==> config.mk <==
export PLATFORM = sky130hd
export DESIGN_NAME = xnur_serial_compare_ctrl
export DESIGN_NICKNAME = d
export VERILOG_FILES = /design/src/rtl/xnur_serial_compare_ctrl_pkg.sv /design/src/rtl/xnur_serial_compare_ctrl_hold_stage.sv /design/src/rtl/xnur_serial_compare_ctrl.sv
export SDC_FILE = /design/constraint.sdc
export NUM_CORES = 1
export LEC_CHECK = 0
export CAP_MARGIN = 20
export CORE_MARGIN = 2
export CORE_UTILIZATION = 55
export CTS_BUF_LIST = sky130_fd_sc_hd__clkbuf_16
export DETAILED_ROUTE_END_ITERATION = 8
export GPL_ROUTABILITY_DRIVEN = 0
export PLACE_DENSITY_LB_ADDON = 0.15
export SKIP_LAST_GASP = 1
export SLEW_MARGIN = 30
export SYNTH_ARGS = -nofsm -noshare
export SYNTH_HDL_FRONTEND = slang
export SYNTH_HIERARCHICAL = 1
export SYNTH_SLANG_ARGS = --single-unit
==> constraint.sdc <==
create_clock -name clk -period 2.6 [get_ports clk]
set_input_delay 0.52 -clock clk [delete_from_list [all_inputs] [get_ports clk]]
set_output_delay 0.52 -clock clk [all_outputs]
set_load 0.005 [all_outputs]
==> src/rtl/xnur_serial_compare_ctrl_pkg.sv <==
// ---------------------------------------------------------------------------
// xnur_serial_compare_ctrl_pkg
// Shared definitions for the serial XNOR compare controller:
//   - FSM state encodings (IDLE / SHIFT / DRAIN)
//   - width helpers for the match counter and the bit index
// No ports (package).
// ---------------------------------------------------------------------------
package xnur_serial_compare_ctrl_pkg;

   localparam logic [1:0] ST_IDLE  = 2'd0;
   localparam logic [1:0] ST_SHIFT = 2'd1;
   localparam logic [1:0] ST_DRAIN = 2'd2;

   // Bits needed to hold a match count in the range 0..w.
   function automatic int cw_of(input int w);
      return $clog2(w + 1);
   endfunction

   // Bits needed to hold a bit index in the range 0..w-1.
   function automatic int iw_of(input int w);
      return $clog2(w);
   endfunction

endpackage

==> src/rtl/xnur_serial_compare_ctrl_hold_stage.sv <==
// ---------------------------------------------------------------------------
// xnur_hold_stage
// Single-bit registered hold/clear stage followed by an XNOR.
// On each edge a 1/1 pair clears both hold registers; any other pair is
// loaded. Because 0 XNOR 0 = 1, a cleared 1/1 pair still reports a match.
// Ports:
//   clk  in  1  clock
//   rst  in  1  synchronous active-high reset (clears the hold registers)
//   a    in  1  first operand bit
//   b    in  1  second operand bit
//   y    out 1  hold_a XNOR hold_b (one cycle after a/b are presented)
// ---------------------------------------------------------------------------
module xnur_hold_stage (
   input  logic clk,
   input  logic rst,
   input  logic a,
   input  logic b,
   output logic y
);

   logic hold_a_r;
   logic hold_b_r;

   // Hold registers: clear on reset or on a both-ones pair, otherwise load.
   always_ff @(posedge clk) begin
      if (rst) begin
         hold_a_r <= 1'b0;
         hold_b_r <= 1'b0;
      end else if (a && b) begin
         hold_a_r <= 1'b0;
         hold_b_r <= 1'b0;
      end else begin
         hold_a_r <= a;
         hold_b_r <= b;
      end
   end

   assign y = ~(hold_a_r ^ hold_b_r);

endmodule

==> src/rtl/xnur_serial_compare_ctrl.sv <==
// ---------------------------------------------------------------------------
// xnur_serial_compare_ctrl
// Compares two W-bit words one bit pair per clock through the shared
// xnur_hold_stage and accumulates the per-bit equality results.
// Ports:
//   clk          in  1   clock
//   rst          in  1   synchronous active-high reset
//   start        in  1   request a comparison (sampled only in IDLE)
//   word_a       in  W   first operand, latched on accepted start
//   word_b       in  W   second operand, latched on accepted start
//   busy         out 1   comparison in progress
//   done         out 1   one-cycle pulse, results valid from this cycle on
//   match_count  out CW  number of equal bit positions
//   equal        out 1   match_count == W
//   first_diff   out IW  original index of the first compared mismatch
//   diff_valid   out 1   at least one mismatch found
// ---------------------------------------------------------------------------
module xnur_serial_compare_ctrl
   import xnur_serial_compare_ctrl_pkg::*;
#(
   parameter int  W         = 8,
   parameter bit  MSB_FIRST = 1'b1,
   localparam int CW        = cw_of(W),
   localparam int IW        = iw_of(W)
) (
   input  logic          clk,
   input  logic          rst,
   input  logic          start,
   input  logic [W-1:0]  word_a,
   input  logic [W-1:0]  word_b,
   output logic          busy,
   output logic          done,
   output logic [CW-1:0] match_count,
   output logic          equal,
   output logic [IW-1:0] first_diff,
   output logic          diff_valid
);

   logic [1:0]    state_r;
   logic [W-1:0]  sh_a_r;
   logic [W-1:0]  sh_b_r;
   logic [IW-1:0] cnt_r;
   logic          acc_vld_r;   // stage output this cycle belongs to a compared bit
   logic [IW-1:0] idx_pipe_r;  // original index of the bit now in the stage
   logic          stage_a_s;
   logic          stage_b_s;
   logic          stage_y_s;
   logic [IW-1:0] bit_idx_s;
   logic [CW-1:0] mc_nxt_s;

   // Stage input selection, original bit index and next match count.
   always_comb begin
      stage_a_s = 1'b0;
      stage_b_s = 1'b0;
      bit_idx_s = MSB_FIRST ? (IW'(W - 1) - cnt_r) : cnt_r;
      if (state_r == ST_SHIFT) begin
         stage_a_s = MSB_FIRST ? sh_a_r[W-1] : sh_a_r[0];
         stage_b_s = MSB_FIRST ? sh_b_r[W-1] : sh_b_r[0];
      end else begin
         stage_a_s = 1'b0;
         stage_b_s = 1'b0;
      end
      mc_nxt_s = match_count + ((acc_vld_r && stage_y_s) ? CW'(1) : CW'(0));
   end

   xnur_hold_stage u_hold (
      .clk (clk),
      .rst (rst),
      .a   (stage_a_s),
      .b   (stage_b_s),
      .y   (stage_y_s)
   );

   // Sequencing FSM: operand latch, shifting, bit counter, busy/done/equal.
   always_ff @(posedge clk) begin
      if (rst) begin
         state_r <= ST_IDLE;
         sh_a_r  <= '0;
         sh_b_r  <= '0;
         cnt_r   <= '0;
         busy    <= 1'b0;
         done    <= 1'b0;
         equal   <= 1'b0;
      end else begin
         case (state_r)
            ST_IDLE: begin
               done <= 1'b0;
               if (start) begin
                  sh_a_r  <= word_a;
                  sh_b_r  <= word_b;
                  cnt_r   <= '0;
                  busy    <= 1'b1;
                  equal   <= 1'b0;
                  state_r <= ST_SHIFT;
               end
            end
            ST_SHIFT: begin
               done <= 1'b0;
               if (MSB_FIRST) begin
                  sh_a_r <= {sh_a_r[W-2:0], 1'b0};
                  sh_b_r <= {sh_b_r[W-2:0], 1'b0};
               end else begin
                  sh_a_r <= {1'b0, sh_a_r[W-1:1]};
                  sh_b_r <= {1'b0, sh_b_r[W-1:1]};
               end
               // Counter stops at W-1 so it never wraps.
               if (cnt_r == IW'(W - 1)) begin
                  state_r <= ST_DRAIN;
               end else begin
                  cnt_r <= cnt_r + IW'(1);
               end
            end
            ST_DRAIN: begin
               busy    <= 1'b0;
               done    <= 1'b1;
               equal   <= (mc_nxt_s == CW'(W));
               state_r <= ST_IDLE;
            end
            default: begin
               busy    <= 1'b0;
               done    <= 1'b0;
               state_r <= ST_IDLE;
            end
         endcase
      end
   end

   // One-deep pipeline tagging the stage output with validity and bit index.
   always_ff @(posedge clk) begin
      if (rst) begin
         acc_vld_r  <= 1'b0;
         idx_pipe_r <= '0;
      end else begin
         acc_vld_r  <= (state_r == ST_SHIFT);
         idx_pipe_r <= bit_idx_s;
      end
   end

   // Accumulators: cleared on accepted start, updated from each valid y.
   always_ff @(posedge clk) begin
      if (rst) begin
         match_count <= '0;
         first_diff  <= '0;
         diff_valid  <= 1'b0;
      end else if ((state_r == ST_IDLE) && start) begin
         match_count <= '0;
         first_diff  <= '0;
         diff_valid  <= 1'b0;
      end else if (acc_vld_r) begin
         match_count <= mc_nxt_s;
         // Only the first compared mismatch is recorded.
         if (!stage_y_s && !diff_valid) begin
            first_diff <= idx_pipe_r;
            diff_valid <= 1'b1;
         end
      end
   end

endmodule

==> reports/qor.yml <==
floorplanning:
  fp.dieH_um: 58.5
  initial_core_util: 0.587
  coreArea_sq_um: 2780
  die_w_um: 58.5
  dieArea_sq_um: 3420
  ios: 30
  core.rowCount: 19
clock_network:
  clk_latency_ns: 0.27
  numCtsBuffers: 5
  clock-sinks: 38
  cts.clk_slew.worst_paths_ns: 0.05
  clock_path_buffers: 2
  cts_root_buf: "clkbuf_16"
  postCtsSetupBuffers: 0
  ctsHoldBuffers: 0
  htreeDepth: 2
  cts_tree: "yes"
  ctsResizeCount: 0
timing:
  fin_crit_ns: 1.94
  fin_worst_skew_ns: 0.00513
  fmax_mhz: 515
  tns_ns: 0
  report.final.slew_viol_count: 0
  holdWs_ns: 0.450
  hold_viol: 0
  rsz0062_at_grt: "false"
  setup_violations: 0
  fin_ws_ns: 0.659
  fin_crit_sh: 0.747
  tightestPinTransition_ns: 0.535
  slew_headroom: 0.642
detailed_routing:
  dr.pass1.iters: 4
  drcViolationCount: 0
  drt-initial-drc-count: 54
  routed_wl_mm: 2.92
  num_vias: 1190
  wl_per_cell_um: 13.2
  viasPerCell: 5.38
  ant_nets: 0
yosys:
  syn-num-nets: 186
  synth_warnings: 6
  synthesis.area_sq_um: 1630
  netlist_top_cells_area: "dfxtp_1, mux2i_1, nor2_1, a211oi_1, ha_1"
  yosys.area.top_type_share: 0.466
  synth.avg_cell_area_sq_um: 10.0
  seq_area_frac_synth: 0.466
  synth_cell_types: 32
  synth_cells: 163
  synth_top_cell_by_area: "dfxtp_1"
  synth-seq-cells: 38
pwr:
  power_frac_seq: 0.483
  p_clk_frac: 0.415
  switching_share: 0.218
  p_leak_nw: 0.827
  p_int_mw: 1.03
  ir_drop_v: 0.000601
  power.density_nw_per_um2: 658
  combPwrFrac: 0.102
  switchingPower_mw: 0.287
layout:
  stdcell_count: 221
  area.growth.synth_to_final_pct: 22.5
  antenna_cells: 0
  multi_input_area_sq_um: 746
  final-seq-area_sq_um: 761
  nets: 212
  final_common_cell: "dfxtp_1"
  fillCellCount: 214
  layout_common_cells: "dfxtp_1, nor2_1, clkdlybuf4s50_1"
  drive_gt1_frac: 0.0579
worst_setup_path:
  max_stage_delay_ns: 0.39
  reg2reg_slack_ns: 0.66
  crit_chain: "xnor2_1, and2_1, ha_1, ha_1, xnor2_1, nand2_1, o41ai_1"
  critPathLaunchType: "register"
  path_buf_inv: 0
  arrival_ns: 2.08
  crit_fanout: 3
  end_kind: "register"
  crit_type: "register to register"
  path_delay_family: "XOR/XNOR gates"
  slowest_stage: "o41ai_1"
  cp.required_ns: 2.74
run_status:
  outcome: "completed"
placement:
  portBuffers: 29
  dpl_worst_slack_ns: 0.565
  placed_cells: 213
  hpwl_mm: 2.17
grt:
  overflow: 0
  grt_use_total: 0.198
  grt_pass1_wl_mm: 4.97
  antenna_found_initial: 0
  grt_pass1_vias: 1116
  grt_max_degree: 29
job:
  drv_cap: 0
hold_path:
  hold_path_class: "register to register"
[cells in the mapped netlist (all sizes together)]
master,number
inv,4
o21bai,1
nor2,31
nand3,4
a211oi,14
nand2,4
nor2b,1
and2,2
ha,4
nor3,1
mux2i,19
nand2b,3
o21ai,1
a22oi,2
xnor2,2
dfxtp,38
xor2,3
o41ai,1
nor3b,6
nand4,1
or3b,2
buf,10
a21oi,6
o21ba,1
clkbuf,2
[cells by family (layout without fill, tap and decap cells)]
family | Yosys count | in the layout | synth area share
compound gates | 26 | 26 | 0.111
simple gates | 55 | 55 | 0.172
xor+xnor | 5 | 5 | 0.0268
mux | 19 | 19 | 0.116
flops | 38 | 38 | 0.466
buf+inv | 16 | 43 | 0.0781
fa+ha+maj | 4 | 4 | 0.0306
[registers in the layout, summed over array words and instances, names as in the netlist, 2 cells and up]
register / count
sh_b_r: 8
idx_pipe_r: 3
cnt_r: 3
match_count: 4
first_diff: 3
state_r: 2
sh_a_r: 8
[area by class of cell]
cell class | count | area share
sequential | 38 | 0.380
multi-input combinational | 109 | 0.372
timing repair buffer | 31 | 0.153
clock buffer | 5 | 0.0625
tap | 31 | 0.0194
inverter | 4 | 0.00750
clock inverter | 3 | 0.00563
[per-stage QoR]
| step | total power, mW | area [sq um] | utilization |
|---|---|---|---|
| finish | 1.32 | 2000 | 0.720 |
| detailed placement | 0.784 | 1870 | 0.671 |
| global placement | 0.776 | 1870 | 0.671 |
| CTS | 1.34 | 2000 | 0.720 |
| global route | 1.38 | 2000 | 0.720 |
| floorplan | 0.751 | 1630 | - |
[final timing paths]
| check | startpoint | end | cells past startpoint |
|---|---|---|---|
| worst max register to register | u_hold/hold_b_r | equal | 7 |
| worst max-delay path | u_hold/hold_b_r | equal | 7 |
| worst min-delay path | cnt_r[0] | idx_pipe_r[0] | 1 |
| worst min register to register | cnt_r[0] | idx_pipe_r[0] | 1 |
[per-layer routing]
metal,share of wire,global-route usage
met3,0.048,0.0747
met5,0,0
met2,0.47,0.291
met1,0.46,0.250
met4,0.021,0.110
[power groups by stage]
stage | clock (mW) | combinational, mW | sequential [mW]
after floorplan | 0 | 0.112 | 0.639
after global placement | 0 | 0.131 | 0.646
after detailed placement | 0 | 0.135 | 0.649
after CTS | 0.566 | 0.136 | 0.636
after global routing | 0.592 | 0.150 | 0.640
final | 0.548 | 0.134 | 0.636
(Power assumes the default switching activity.)
